<file path="config.mk">
export PLATFORM = sky130hd
export DESIGN_NAME = ysyx_24100005_ifu_flat
export DESIGN_NICKNAME = d
export VERILOG_FILES = /design/src/rtl/ysyx_24100005_ifu_pkg.sv /design/src/rtl/ysyx_24100005_ifu_if.sv /design/src/rtl/ysyx_24100005_ifu.sv /design/src/flat_wrapper.sv
export SDC_FILE = /design/constraint.sdc
export NUM_CORES = 1
export LEC_CHECK = 0
export ABC_AREA = 1
export BUFFER_PORTS_ARGS = -buffer_cell sky130_fd_sc_hd__buf_2
export CAP_MARGIN = 20
export CELL_PAD_IN_SITES_DETAIL_PLACEMENT = 1
export CELL_PAD_IN_SITES_GLOBAL_PLACEMENT = 1
export CORE_MARGIN = 10
export CORE_UTILIZATION = 36
export DETAILED_ROUTE_END_ITERATION = 6
export PLACE_DENSITY_LB_ADDON = 0.1
export REMOVE_ABC_BUFFERS = 1
export SLEW_MARGIN = 30
export SYNTH_ARGS = -nofsm -noshare
export SYNTH_HDL_FRONTEND = slang
export SYNTH_SLANG_ARGS = --single-unit
</file>
<file path="constraint.sdc">
create_clock -name clk -period 4.17 [get_ports clk]
set_input_delay 0.2085 -clock clk [delete_from_list [all_inputs] [get_ports clk]]
set_output_delay 0.2085 -clock clk [all_outputs]
set_load 0.01 [all_outputs]
</file>
<file path="src/rtl/ysyx_24100005_ifu_pkg.sv">
// Shared definitions for the NPC instruction fetch unit: FSM states and fetch constants.
package ysyx_24100005_ifu_pkg;

    localparam int unsigned INST_BYTES       = 4;
    localparam logic [31:0] RESET_PC_DEFAULT = 32'h8000_0000;

    typedef enum logic [1:0] {
        StReq,
        StWait,
        StHold,
        StFault
    } ifu_state_e;

endpackage

</file>
<file path="src/rtl/ysyx_24100005_ifu_if.sv">
// Fetch-unit bundle: instruction-memory request/response, decode handoff, redirect and fault.
interface ysyx_24100005_ifu_if #(
    parameter int unsigned XLEN = 32
) ();

    logic            imem_req_valid;
    logic [XLEN-1:0] imem_req_addr;
    logic            imem_req_ready;
    logic            imem_rsp_valid;
    logic [31:0]     imem_rsp_data;
    logic            imem_rsp_err;
    logic            inst_valid;
    logic [31:0]     inst_data;
    logic [XLEN-1:0] inst_pc;
    logic            inst_ready;
    logic            redirect_valid;
    logic [XLEN-1:0] redirect_pc;
    logic            fetch_fault;

    modport master (
        output imem_req_valid, imem_req_addr,
        input  imem_req_ready, imem_rsp_valid, imem_rsp_data, imem_rsp_err,
        output inst_valid, inst_data, inst_pc,
        input  inst_ready, redirect_valid, redirect_pc,
        output fetch_fault
    );

    modport slave (
        input  imem_req_valid, imem_req_addr,
        output imem_req_ready, imem_rsp_valid, imem_rsp_data, imem_rsp_err,
        input  inst_valid, inst_data, inst_pc,
        output inst_ready, redirect_valid, redirect_pc,
        input  fetch_fault
    );

endinterface

</file>
<file path="src/rtl/ysyx_24100005_ifu.sv">
// Instruction fetch unit: owns the PC, keeps one fetch in flight and hands words to decode.
// Redirects take priority in every state; a stale in-flight response is absorbed via kill.
module ysyx_24100005_ifu
    import ysyx_24100005_ifu_pkg::*;
#(
    parameter int unsigned     XLEN     = 32,
    parameter logic [XLEN-1:0] RESET_PC = RESET_PC_DEFAULT
) (
    input logic                 clk,
    input logic                 rst,
    ysyx_24100005_ifu_if.master bus
);

    ifu_state_e      state_q, state_d;
    logic [XLEN-1:0] pc_q, pc_d;
    logic [31:0]     inst_buf_q, inst_buf_d;
    logic            kill_q, kill_d;

    logic            req_valid;
    logic            fire;
    logic            pending_after;
    logic            misaligned;

    // A killed response still owed by memory blocks new requests until it lands.
    assign req_valid  = (state_q == StReq) && !kill_q;
    assign fire       = req_valid && bus.imem_req_ready;
    assign misaligned = bus.redirect_pc[1:0] != 2'b00;
    assign pending_after = fire || (((state_q == StWait) || kill_q) && !bus.imem_rsp_valid);

    always_comb begin
        state_d    = state_q;
        pc_d       = pc_q;
        inst_buf_d = inst_buf_q;
        kill_d     = kill_q;

        if (bus.redirect_valid) begin
            pc_d   = bus.redirect_pc;
            kill_d = pending_after;
            if (misaligned) begin
                state_d = StFault;
            end else if (pending_after && ((state_q == StWait) || fire)) begin
                state_d = StWait;
            end else begin
                state_d = StReq;
            end
        end else begin
            unique case (state_q)
                StReq: begin
                    if (kill_q && bus.imem_rsp_valid) kill_d = 1'b0;
                    if (fire) state_d = StWait;
                end
                StWait: begin
                    if (bus.imem_rsp_valid) begin
                        if (kill_q) begin
                            kill_d  = 1'b0;
                            state_d = StReq;
                        end else if (bus.imem_rsp_err) begin
                            state_d = StFault;
                        end else begin
                            inst_buf_d = bus.imem_rsp_data;
                            state_d    = StHold;
                        end
                    end
                end
                StHold: begin
                    if (bus.inst_ready) begin
                        pc_d    = pc_q + XLEN'(INST_BYTES);
                        state_d = StReq;
                    end
                end
                StFault: begin
                    if (bus.imem_rsp_valid) kill_d = 1'b0;
                end
                default: state_d = StReq;
            endcase
        end
    end

    always_ff @(posedge clk) begin
        if (rst) begin
            state_q    <= StReq;
            pc_q       <= RESET_PC;
            inst_buf_q <= 32'h0;
            kill_q     <= 1'b0;
        end else begin
            state_q    <= state_d;
            pc_q       <= pc_d;
            inst_buf_q <= inst_buf_d;
            kill_q     <= kill_d;
        end
    end

    // Outputs decode registered state only; reset forces them low.
    always_comb begin
        bus.imem_req_valid = 1'b0;
        bus.imem_req_addr  = '0;
        bus.inst_valid     = 1'b0;
        bus.inst_data      = 32'h0;
        bus.inst_pc        = '0;
        bus.fetch_fault    = 1'b0;
        if (!rst) begin
            bus.imem_req_valid = req_valid;
            bus.imem_req_addr  = pc_q;
            bus.inst_valid     = state_q == StHold;
            bus.inst_data      = inst_buf_q;
            bus.inst_pc        = pc_q;
            bus.fetch_fault    = state_q == StFault;
        end
    end

endmodule

</file>
<file path="src/flat_wrapper.sv">
// flat-port wrapper written by rule: the top's interface ports become plain ports
module ysyx_24100005_ifu_flat import ysyx_24100005_ifu_pkg::*;
#(
    parameter int unsigned     XLEN     = 32,
    parameter logic [XLEN-1:0] RESET_PC = RESET_PC_DEFAULT
)
  (clk, rst, bus_imem_req_valid, bus_imem_req_addr, bus_imem_req_ready, bus_imem_rsp_valid, bus_imem_rsp_data, bus_imem_rsp_err, bus_inst_valid, bus_inst_data, bus_inst_pc, bus_inst_ready, bus_redirect_valid, bus_redirect_pc, bus_fetch_fault);
  ysyx_24100005_ifu_if #(.XLEN(XLEN)) bus_i ();
  input logic clk;
  input logic rst;
  output wire logic [$bits(bus_i.imem_req_valid)-1:0] bus_imem_req_valid;
  output wire logic [$bits(bus_i.imem_req_addr)-1:0] bus_imem_req_addr;
  input wire logic [$bits(bus_i.imem_req_ready)-1:0] bus_imem_req_ready;
  input wire logic [$bits(bus_i.imem_rsp_valid)-1:0] bus_imem_rsp_valid;
  input wire logic [$bits(bus_i.imem_rsp_data)-1:0] bus_imem_rsp_data;
  input wire logic [$bits(bus_i.imem_rsp_err)-1:0] bus_imem_rsp_err;
  output wire logic [$bits(bus_i.inst_valid)-1:0] bus_inst_valid;
  output wire logic [$bits(bus_i.inst_data)-1:0] bus_inst_data;
  output wire logic [$bits(bus_i.inst_pc)-1:0] bus_inst_pc;
  input wire logic [$bits(bus_i.inst_ready)-1:0] bus_inst_ready;
  input wire logic [$bits(bus_i.redirect_valid)-1:0] bus_redirect_valid;
  input wire logic [$bits(bus_i.redirect_pc)-1:0] bus_redirect_pc;
  output wire logic [$bits(bus_i.fetch_fault)-1:0] bus_fetch_fault;
  assign bus_imem_req_valid = bus_i.imem_req_valid;
  assign bus_imem_req_addr = bus_i.imem_req_addr;
  assign bus_i.imem_req_ready = bus_imem_req_ready;
  assign bus_i.imem_rsp_valid = bus_imem_rsp_valid;
  assign bus_i.imem_rsp_data = bus_imem_rsp_data;
  assign bus_i.imem_rsp_err = bus_imem_rsp_err;
  assign bus_inst_valid = bus_i.inst_valid;
  assign bus_inst_data = bus_i.inst_data;
  assign bus_inst_pc = bus_i.inst_pc;
  assign bus_i.inst_ready = bus_inst_ready;
  assign bus_i.redirect_valid = bus_redirect_valid;
  assign bus_i.redirect_pc = bus_redirect_pc;
  assign bus_fetch_fault = bus_i.fetch_fault;
  ysyx_24100005_ifu #(.XLEN(XLEN), .RESET_PC(RESET_PC)) u_core (.clk(clk), .rst(rst), .bus(bus_i));
endmodule
</file>
Yosys cells after proc, flatten, opt, wreduce, memory -nomap -nowiden

Index checks and enable logic that the tools add are counted.

Add/subtract/negate cells: 1
Multiply operators: 0
Div/mod/pow operators: 0
Order comparisons: 0
Equal/unequal tests: 8
Shifts and indexed selects: 0
Mux-type cells: 21
Bitwise logic cells: 3
Reductions and logical operators: 21

Operator list:

| kind                                                                     | number |
|---|---|
| 32-bit two-way mux                                                       | 5 |
| 32-bit by 3-bit adder with 32-bit output (second input constant)         | 1 |
| 2-bit two-way mux                                                        | 6 |
| 3-bit inequality test (second input constant)                            | 3 |
| 1-bit two-way mux                                                        | 8 |
| 2-bit case mux with 3 select lines                                       | 1 |
| 2-bit nonzero test                                                       | 3 |
| 1-bit logical AND                                                        | 5 |
| 5-bit AND reduction                                                      | 1 |
| 2-bit equality test (second input constant)                              | 2 |
| 4-bit AND reduction                                                      | 1 |
| 4-bit nonzero test                                                       | 1 |
| 1-bit logical OR                                                         | 3 |
| 3-bit by 1-bit inequality test with 1-bit output (second input constant) | 1 |
| 3-bit by 2-bit inequality test with 1-bit output (second input constant) | 1 |
| 1-bit NOT                                                                | 3 |
| 3-bit AND reduction                                                      | 1 |
| 3-bit nonzero test                                                       | 1 |
| 2-bit by 1-bit equality test with 1-bit output (second input constant)   | 1 |
| 1-bit zero test                                                          | 2 |
| 2-bit zero test                                                          | 1 |
| 1-bit case mux with 2 select lines                                       | 1 |
| 2-bit AND reduction                                                      | 1 |
| 2-bit OR reduction                                                       | 1 |

Bits in registers: 67
Bits in latches: 0
Memory bits (writable): 0
Memory bits (read-only): 0
Bits of input ports: 71
Output and inout bits: 99
Word-level logic and storage cells: 58
Memories: 0

Longest topological paths before layout

Gate-level depths: netlist of the first run.

Depth in word-level cells: 8
Depth in mapped cells: 10

Worst setup path before layout of the first run

Ideal clock, no wire load.

Path kind: flip-flop to flip-flop
From: reg u_core.pc_q[2]
To: reg u_core.pc_q[20]
Data arrival time: 1.335 ns
Setup slack: 2.723 ns
Cell stages (with the launch flop): 10
Path buffers: 0
Path through: dfxtp_1 > ha_1 > nand3_2 > nor2_2 > nand2_1 > nor2_2 > xor2_1 > nand2_1 > nand2_1 > nand2_1

Cells in the longest elaborated chain, start to end: 4

Ends and longest elaborated chain:

| item                                     | RTL line                | source |
|---|---|---|
| start: declaration                       | ysyx_24100005_ifu.sv:15 | `logic [XLEN-1:0] pc_q, pc_d;` |
| start signal: assignment                 | ysyx_24100005_ifu.sv:87 | `pc_q <= pc_d;` |
| 32-bit by 3-bit adder with 32-bit output | ysyx_24100005_ifu.sv:67 | `pc_d = pc_q + XLEN'(INST_BYTES);` |
| 32-bit two-way mux                       | ysyx_24100005_ifu.sv:66 | `if (bus.inst_ready) begin` |
| 32-bit two-way mux                       | ysyx_24100005_ifu.sv:47 | `unique case (state_q)` |
| 32-bit two-way mux                       | ysyx_24100005_ifu.sv:36 | `if (bus.redirect_valid) begin` |

No other way between the ends. The select of a mux whose other input is x is not followed.
A chain may end at the register's enable or synchronous reset.

Final worst setup path of the first run

From: reg u_core.state_q[1]
To: reg u_core.pc_q[9]

Cells in the longest elaborated chain, start to end: 3

Ends and longest elaborated chain:

| item                                 | RTL line                | source |
|---|---|---|
| start: declaration                   | ysyx_24100005_ifu.sv:14 | `ifu_state_e state_q, state_d;` |
| start signal: assignment             | ysyx_24100005_ifu.sv:81 | `state_q <= StReq;` |
| start signal: assignment             | ysyx_24100005_ifu.sv:86 | `state_q <= state_d;` |
| 2-bit equality test                  | ysyx_24100005_ifu.sv:47 |  |
| 2-bit nonzero test (no source line)  | --                      |  |
| 2-bit AND reduction (no source line) | --                      |  |

No other way between the ends.

==> results.ini, run 1 <==
[outcome]
status = finished clean

[clocking]
cts_tree = yes
postCtsSetupRepairBufs = 0
htree_levels = 3
cts_buffers = 9
cts-resized-gates = 0
clkTransAtPathRegs_ps = 60
clk-insertion-delay-late_ps = 340
hold_buffers = 0
cts.path.max_buffers = 2
clockRootBuffer = clkbuf_16
clock-sinks = 67

[yosys]
yosysUniqueCellTypes = 35
synth.largest_area_cell = dfxtp_1
netlist.area_leader.share_pct = 30.3
ys_ff_latch = 67
synthArstFlopShare_pct = 0
syn_area_um2 = 4420
synth.top_cells.by_area = dfxtp_1, nand2_1, nor2_1, inv_1, a21oi_2
synth.most_common_cell = nand2_1
syn-instance-count = 691
synth_flop_cell = dfxtp_1
synth-edff-count = 0
synth_common_cells = nand2_1, nor2_1, inv_1
ys_warn_count = 0
seq_area_frac_synth_pct = 30.3
syn_avg_cell_area_um2 = 6.40

[grt]
grt_overflow = 0
grt_pass1_vias = 5175
antenna_found_initial = 4
track_usage_pct = 18.1
grt_max_degree = 84
grt_pass1_wl_um = 24700

[layout]
fillCellCount = 1663
design_area_um2 = 5410
final_core_util_pct = 45.1
syn_to_final_growth_pct = 22.3
drive_gt1_share_pct = 32.4
nNetsFinal = 886

[critical_path]
arrival_ps = 2220
reg2reg_slack_ps = 2240
startpoint_type = register
max_stage_delay_ps = 430
cp_cell_sequence = nand3_2 -> inv_2 -> nor2_4 -> inv_2 -> nand2_1 -> nor2_1 -> o21ai_1 -> nand2_1
ff2ff_path_depth = 8
crit_path_end_kind = register
worst-setup-path-type = reg2reg
r2r_start = u_core.state_q[1]
slowest_stage = dfxtp_1
crit_required_ps = 4460
cp_max_fo = 12
r2r_end = u_core.pc_q[9]

[worst_hold_path]
holdPathEnd = u_core.inst_buf_q[30]
hold_class = in2reg
min_from = bus_imem_rsp_data[30]
min_path_cells = 3

[pwr]
ir_drop_mv = 0.227
p_int_w = 0.00131
p_sw_share_pct = 29.2
p_leak_nw = 2.57
clock_power_share_pct = 44.1
p_switching_w = 0.000539
p_seq_share_pct = 38.7
power_frac_comb_pct = 17.2
p_per_area_nw_per_um2 = 341
power_w = 0.00184

[detailed_routing]
ant_nets = 0
drt_wl_total_um = 15400
wl_per_cell_um = 15.9
num_vias = 4691
first_pass_iters = 4
drcViolationCount = 0
viasPerCell = 4.84
drt_iter0_markers = 155

[sta]
rsz0062_at_grt = false
fin_setup_tns_ps = 0
period_share_pct = 46.3
hold_ws_ps = 121
setup_viol = 0
tightest_slew_ps = 878
hold_viol = 0
slew_headroom_pct = 41.5
fmax_mhz = 518
skew_ps = 7.31
report.final.slew_viol_count = 0
min_period_ps = 1930

[place]
place.port_buffers = 169
place_area_um2 = 5070
place.gp.congestion = 0.818
place_hpwl_um = 11800

[floorplanning]
rows = 40
core_area_um2 = 12000
ios = 170
die_area_um2 = 17100
dieHeight_um = 131
fp.dieW_um = 131
initial_utilization_pct = 36.8

[run]
drv_cap = 0

[sequential cells by signal, indices dropped and copies added (netlist names)]
register,flops
u_core.inst_buf_q,32
u_core.pc_q,32
u_core.state_q,2
u_core.kill_q,1
[worst max path at each step]
stage / from / to / slack (ps) / depth (start not counted)
after global placement: bus_redirect_valid / u_core.inst_buf_q[31] / 1980 / 5
final: u_core.state_q[1] / u_core.pc_q[9] / 2240 / 8
after global routing: u_core.state_q[1] / u_core.pc_q[9] / 2080 / 8
after CTS: u_core.state_q[0] / u_core.inst_buf_q[6] / 1830 / 7
after detailed placement: bus_redirect_valid / u_core.inst_buf_q[6] / 1810 / 5
after floorplan: u_core.state_q[0] / u_core.inst_buf_q[31] / 2240 / 7
[through the flow]
| stage | instances | setup WS, ps |
|---|---|---|
| floorplan | 629 | 2240 |
| global placement | 949 | 1980 |
| detailed placement | 949 | 1810 |
| CTS | 965 | 1830 |
| global route | 967 | 2080 |
| finish | 969 | 2240 |
[critical path, delay by kind of cell, from the launching register on]
family | cells | cell delay [ps]
and+or+nand+nor | 5 | 940
buffers and inverters | 2 | 400
AOI/OAI and AO/OA | 1 | 90
DFF | 1 | 430
[metal layers]
metal,GRT usage [%],part of all wire [%],up-vias
met4,4.97,1.4,2
met3,7.45,8.5,21
met1,19.8,41,2181
met5,0,0.084,-
li1,-,-,2361
met2,31.5,49,126
[cells in the final DEF (no fill, tap or decap), drive strengths merged, types with 6 or more instances in the layout]
| master | count |
|---|---|
| inv | 89 |
| nor2 | 146 |
| buf | 174 |
| nand3 | 40 |
| dfxtp | 67 |
| xor2 | 8 |
| a21oi | 47 |
| nand2 | 158 |
| clkbuf | 13 |
| o21ai | 51 |
| nor3 | 6 |
[cell type report]
class | instances | area (um^2) | area share [%]
well taps | 147 | 184 | 3.40
repair buffers | 174 | 896 | 16.6
clock buffers | 13 | 270 | 4.99
multi-input cells | 472 | 2330 | 43.1
diodes | 3 | 7.51 | 0.139
clock inverters | 3 | 45.0 | 0.832
flip-flops and latches | 67 | 1340 | 24.8
inverters | 90 | 338 | 6.24
[logic make-up (layout without fill, tap and decap cells)]
logic type / Yosys count / after routing / share of synthesized area (%)
simple gates: 357 / 357 / 34.3
buf+inv: 152 / 280 / 17.1
compound gates: 106 / 106 / 16.4
flops: 67 / 67 / 30.3
xor+xnor: 8 / 8 / 1.58
fa+ha+maj: 1 / 1 / 0.283
other cells: 0 / 3 / 0
[power by group through the flow]
stage | Clock, W | Combinational [W] | Sequential, W
4_1_cts | 0.000828 | 0.000321 | 0.000714
3_3_place_gp | 0 | 0.000309 | 0.000726
3_5_place_dp | 0 | 0.000320 | 0.000727
6_report | 0.000814 | 0.000317 | 0.000714
2_1_floorplan | 0 | 0.000182 | 0.000716
5_1_grt | 0.000858 | 0.000359 | 0.000719
Note: power is estimated with default switching activity, not from simulation.
==> run 2: changes to the inputs <==
- CORE_UTILIZATION: 36 -> 33
- clock period: 4.17 -> 2 ns (I/O delays scaled with it)
==> run 2 against run 1 <==
Setup slack got worse by 2000 ps. Clock-buffer cell count is 1 lower. Cell count up 3.6%. Sequential share of layout area is 0.55 points lower. Largest power group unchanged. Global-route usage down 0.92 points. Critical endpoint is now u_core.pc_q[20].
==> results.ini, run 2 (synthesized netlist as in run 1, its figures left out) <==
[sta]
period_share_pct = 87.3  ; was 46.3%
fmax_mhz = 573  ; was 518 MHz
rsz0062_at_grt = false  ; unchanged
hold_ws_ps = 25.9  ; was 121 ps
hold_viol = 0  ; unchanged
report.final.slew_viol_count = 0  ; unchanged
skew_ps = 7.23  ; was 7.31 ps
setup_viol = 0  ; unchanged
slew_headroom_pct = 60.3  ; was 41.5%
tightest_slew_ps = 595  ; was 878 ps
fin_setup_tns_ps = 0  ; unchanged
min_period_ps = 1750  ; was 1930 ps

[critical_path]
ff2ff_path_depth = 9  ; was 8
reg2reg_slack_ps = 250  ; was 2240 ps
timing.critical_path.mode_cell = nand2_1
r2r_end = u_core.pc_q[20]  ; was u_core.pc_q[9]
cp_cell_sequence = ha_1 -> nand3_2 -> nor2_2 -> nand2_1 -> nor2_2 -> xor2_1 -> nand2_1 -> nand2_1 -> nand2_1  ; was nand3_2 -> inv_2 -> nor2_4 -> inv_2 -> nand2_1 -> nor2_1 -> o21ai_1 -> nand2_1
cp_max_fo = 5  ; was 12
crit_buf_inv = 0  ; was 2
crit_path_end_kind = register  ; unchanged
arrival_ps = 1980  ; was 2220 ps
max_stage_delay_ps = 440  ; was 430 ps
crit_family = simple AND/OR/NAND/NOR gates  ; unchanged
r2r_start = u_core.pc_q[2]  ; was u_core.state_q[1]
worst-setup-path-type = reg2reg  ; unchanged
slowest_stage = dfxtp_1  ; unchanged
crit_required_ps = 2230  ; was 4460 ps
startpoint_type = register  ; unchanged

[detailed_routing]
drt_wl_total_um = 15900  ; was 15400 um
wl_per_cell_um = 15.8  ; was 15.9 um
drcViolationCount = 0  ; unchanged
num_vias = 4676  ; was 4691
drt_iter0_markers = 167  ; was 155
ant_nets = 0  ; unchanged
viasPerCell = 4.66  ; was 4.84
first_pass_iters = 4  ; unchanged

[run]
drv_cap = 0  ; unchanged

[layout]
largestRegisters = u_core.inst_buf_q: 32 flops, u_core.pc_q: 32 flops, u_core.state_q: 2 flops  ; unchanged
syn_to_final_growth_pct = 25.1  ; was 22.3%
final_common_cell = buf_2  ; unchanged
multiInputGateArea_um2 = 2330  ; about the same
layout_common_cells = buf_2, nand2_1, nor2_1, inv_1, dfxtp_1  ; unchanged
drive_gt1_share_pct = 32.8  ; was 32.4%
seq_area_um2 = 1340  ; unchanged
fillCellCount = 1795  ; was 1663
design_area_um2 = 5530  ; was 5410 um^2
nNetsFinal = 893  ; was 886

[grt]
grt_pass1_wl_um = 25600  ; was 24700 um
antenna_found_initial = 3  ; was 4
grt_pass1_vias = 5044  ; was 5175
track_usage_pct = 17.2  ; was 18.1%
grt_overflow = 0  ; unchanged
grt_max_degree = 84  ; unchanged

[clocking]
hold_buffers = 0  ; unchanged
htree_levels = 3  ; unchanged
cts_tree = yes  ; unchanged
clkTransAtPathRegs_ps = 60  ; about the same
clock-sinks = 67  ; unchanged
cts-resized-gates = 0  ; unchanged
cts_buffers = 9  ; unchanged
cts.path.max_buffers = 2  ; unchanged
postCtsSetupRepairBufs = 0  ; unchanged
clk-insertion-delay-late_ps = 330  ; was 340 ps
clockRootBuffer = clkbuf_16  ; unchanged

[floorplanning]
initial_utilization_pct = 33.5  ; was 36.8%
dieHeight_um = 136  ; was 131 um
fp.dieW_um = 136  ; was 131 um
ios = 170  ; unchanged
core_area_um2 = 13200  ; was 12000 um^2
die_area_um2 = 18400  ; was 17100 um^2
rows = 42  ; was 40

[place]
place.port_buffers = 169  ; unchanged
place_hpwl_um = 12400  ; was 11800 um
place.gp.congestion = 0.873  ; was 0.818
place_area_um2 = 5200  ; was 5070 um^2

[worst_hold_path]
min_path_cells = 3  ; unchanged
holdPathEnd = u_core.inst_buf_q[16]  ; was u_core.inst_buf_q[30]
min_from = bus_imem_rsp_data[16]  ; was bus_imem_rsp_data[30]
hold_class = in2reg  ; unchanged

[outcome]
status = finished clean  ; unchanged

[pwr]
ir_drop_mv = 0.342  ; was 0.227 mV
power_w = 0.00394  ; was 0.00184 W
p_leak_nw = 2.62  ; was 2.57 nW
p_per_area_nw_per_um2 = 711  ; was 341 nW/um^2

-- run 2: cell types whose count changed in the layout (fill, tap and decap cells not counted), sizes merged --
| cell | before | now |
|---|---|---|
| diode | 3 | 2 |
| clkinvlp | 2 | 1 |
| bufinv | 1 | 2 |
| clkbuf | 13 | 12 |
| buf | 174 | 181 |
| clkinv | 1 | 2 |
-- run 2: power by group --
| group | total, W | switching (W) | internal, W | leakage [nW] |
|---|---|---|---|---|
| clock network | 0.00177 | 0.000608 | 0.00116 | 0.159 |
| registers | 0.00149 | 0.0000703 | 0.00142 | 0.548 |
| logic | 0.000684 | 0.000428 | 0.000256 | 1.92 |
-- run 2: layout make-up --
class | instances | share of cell area, %
Antenna cell | 2 | 0.0904
Clock buffer | 12 | 4.63
Clock inverter | 4 | 1.31
Inverter | 90 | 6.10
Multi-Input combinational cell | 472 | 42.1
Sequential cell | 67 | 24.2
Tap cell | 176 | 3.98
Timing Repair Buffer | 181 | 17.6
-- run 2: metrics by stage --
step	util (%)	cells	worst slack (ps)
3_5_place_dp	39.4	986	287
6_report	42.0	1004	254
3_3_place_gp	39.4	986	377
2_1_floorplan	-	629	71.9
4_1_cts	41.9	1002	261
5_1_grt	41.9	1002	141
-- run 2: how the worst max path moves through the flow --
stage,endpoint,from,cells after the start
4_1_cts,u_core.pc_q[20],u_core.pc_q[2],9
2_1_floorplan,u_core.inst_buf_q[31],u_core.state_q[0],7
5_1_grt,u_core.pc_q[24],u_core.pc_q[2],9
3_3_place_gp,u_core.pc_q[20],u_core.pc_q[2],9
6_report,u_core.pc_q[20],u_core.pc_q[2],9
3_5_place_dp,u_core.pc_q[20],u_core.pc_q[2],9
-- run 2: layer usage --
metal / vias to the layer above / share of wire (%) / global-route usage, %
li1: 2381 / - / -
met1: 2158 / 42 / 19.3
met2: 118 / 48 / 29.5
met3: 17 / 8.5 / 6.31
met4: 2 / 1.5 / 5.44
met5: - / 0.075 / 0
-- run 2: worst min-delay path, stage by stage --
cell     delay, ps
buf_2           80
o21ai_2         60
a21oi_2         80
==> run 3: changes to the inputs <==
- REMOVE_ABC_BUFFERS: 1 -> not set
==> run 3 against run 2 <==
Routed wire length is 1.0% higher. Critical path depth stayed put. Cell area is 0.29% higher. Setup slack better by 58 ps. Hold slack worse by 13 ps. Largest cell class unchanged. Largest power group unchanged.
==> results.ini, run 3 (synthesized netlist as in run 1, its figures left out) <==
[detailed_routing]
drt_iter0_markers = 159  ; was 167
drt_wl_total_um = 16100  ; was 15900 um
num_vias = 4675  ; was 4676
wl_per_cell_um = 15.9  ; was 15.8 um
first_pass_iters = 4  ; unchanged
ant_nets = 0  ; unchanged
drcViolationCount = 0  ; unchanged
viasPerCell = 4.64  ; was 4.66

[clocking]
hold_buffers = 0  ; unchanged
cts_tree = yes  ; unchanged
htree_levels = 3  ; unchanged
clkTransAtPathRegs_ps = 60  ; about the same
clock-sinks = 67  ; unchanged
clockRootBuffer = clkbuf_16  ; unchanged
postCtsSetupRepairBufs = 0  ; unchanged
cts.path.max_buffers = 2  ; unchanged
clk-insertion-delay-late_ps = 340  ; was 330 ps
cts_buffers = 9  ; unchanged
cts-resized-gates = 0  ; unchanged

[outcome]
status = finished clean  ; unchanged

[pwr]
ir_drop_mv = 0.309  ; was 0.342 mV
p_leak_nw = 2.63  ; was 2.62 nW
p_per_area_nw_per_um2 = 710  ; was 711 nW/um^2

[sta]
rsz0062_at_grt = false  ; unchanged
setup_viol = 0  ; unchanged
slew_headroom_pct = 71.3  ; was 60.3%
fin_setup_tns_ps = 0  ; unchanged
layout_setup_ws_ps = 312  ; was 254 ps
min_period_ps = 1690  ; was 1750 ps
hold_ws_ps = 12.7  ; was 25.9 ps
report.final.slew_viol_count = 0  ; unchanged
period_share_pct = 84.4  ; was 87.3%
fmax_mhz = 592  ; was 573 MHz
skew_ps = 4.64  ; was 7.23 ps
hold_viol = 0  ; unchanged
tightest_slew_ps = 430  ; was 595 ps

[run]
drv_cap = 0  ; unchanged

[critical_path]
crit_path_end = u_core.pc_q[20]  ; unchanged
timing.critical_path.mode_cell = nand2_1  ; unchanged
cp_max_fo = 5  ; unchanged
r2r_end = u_core.pc_q[20]  ; unchanged
reg2reg_slack_ps = 310  ; was 250 ps
startpoint_type = register  ; unchanged
crit_required_ps = 2240  ; was 2230 ps
worst-setup-path-type = reg2reg  ; unchanged
crit_family = simple AND/OR/NAND/NOR gates  ; unchanged
crit_path_end_kind = register  ; unchanged
path_depth = 9  ; unchanged
arrival_ps = 1930  ; was 1980 ps
ff2ff_path_depth = 9  ; unchanged
cp_cell_sequence = ha_1 -> nand3_2 -> nor2_2 -> nand2_1 -> nor2_2 -> xor2_1 -> nand2_1 -> nand2_1 -> nand2_1  ; unchanged
slowest_stage = dfxtp_1  ; unchanged
r2r_start = u_core.pc_q[2]  ; unchanged
max_stage_delay_ps = 440  ; about the same
crit_buf_inv = 0  ; unchanged
startpoint = u_core.pc_q[2]  ; unchanged

[place]
place_inst = 990  ; was 986
place_hpwl_um = 12800  ; was 12400 um
preCtsSetupSlack_ps = 300  ; was 287 ps
place.port_buffers = 169  ; unchanged
place.gp.congestion = 0.917  ; was 0.873

[layout]
syn_to_final_growth_pct = 25.5  ; was 25.1%
layout_common_cells = buf_2, nand2_1, nor2_1, inv_1, dfxtp_1  ; unchanged
largestRegisters = u_core.inst_buf_q: 32 flops, u_core.pc_q: 32 flops, u_core.state_q: 2 flops  ; unchanged
layout.cells.non_filler = 1008  ; was 1004
final_core_util_pct = 42.1  ; was 42.0%
drive_gt1_share_pct = 33.3  ; was 32.8%
nNetsFinal = 897  ; was 893
final_common_cell = buf_2  ; unchanged

[yosys]
synth_nets = 763

[grt]
grt_overflow = 0  ; unchanged
track_usage_pct = 17.6  ; was 17.2%
grt_max_degree = 59  ; was 84
grt_pass1_vias = 5074  ; was 5044
grt_pass1_wl_um = 26000  ; was 25600 um
antenna_found_initial = 4  ; was 3

[floorplanning]
ios = 170  ; unchanged
dieHeight_um = 136  ; unchanged
initial_utilization_pct = 33.5  ; unchanged
die_area_um2 = 18400  ; unchanged
rows = 42  ; unchanged
fp.dieW_um = 136  ; unchanged
core_area_um2 = 13200  ; unchanged

[worst_hold_path]
min_from = bus_imem_rsp_data[12]  ; was bus_imem_rsp_data[16]
hold_class = in2reg  ; unchanged

==> run 3: worst min path at each step <==
| stage | to | slack [ps] | cells past startpoint |
|---|---|---|---|
| after global routing | u_core.inst_buf_q[27] | 20 | 3 |
| after detailed placement | u_core.inst_buf_q[27] | 360 | 3 |
| after global placement | u_core.inst_buf_q[13] | 360 | 3 |
| after CTS | u_core.inst_buf_q[27] | 2 | 3 |
| after floorplan | u_core.inst_buf_q[26] | 260 | 2 |
| final | u_core.inst_buf_q[12] | 10 | 3 |
==> run 3: worst reg2reg max path: cells and delay by family (launching register included) <==
kind / cells / cell delay (ps)
adder cells (fa/ha/maj): 1 / 260
XOR/XNOR: 1 / 170
flip-flops: 1 / 440
AND/OR/NAND/NOR: 7 / 740
==> run 3: metal layers <==
layer	vias to the layer above	GRT usage, %	share of wire [%]
met5	-	0	0.068
li1	2384	-	-
met4	2	6.82	2.1
met1	2141	20.5	44
met3	23	5.64	7.3
met2	125	29.3	47
==> run 3: area by class of cell <==
type                       count  area [um^2]
fill                        1791         7640
clock buffer                  10          239
inverter                      90          338
timing repair buffer         185          991
tap                          176          220
clock inverter                 6         88.8
antenna                        2         5.00
sequential                    67         1340
multi-input combinational    472         2330
==> run 3: through the flow <==
| step | instance area, um^2 | total power, W |
|---|---|---|
| 2_1_floorplan | 4420 | 0.00196 |
| 4_1_cts | 5550 | 0.00400 |
| 3_3_place_gp | 5220 | 0.00219 |
| 3_5_place_dp | 5220 | 0.00221 |
| 5_1_grt | 5550 | 0.00415 |
| 6_report | 5550 | 0.00394 |
==> run 3: where the power goes <==
group / leakage, nW / internal, W / switching (W)
Clock: 0.155 / 0.00112 / 0.000642
Sequential: 0.548 / 0.00142 / 0.0000750
Combinational: 1.93 / 0.000257 / 0.000428
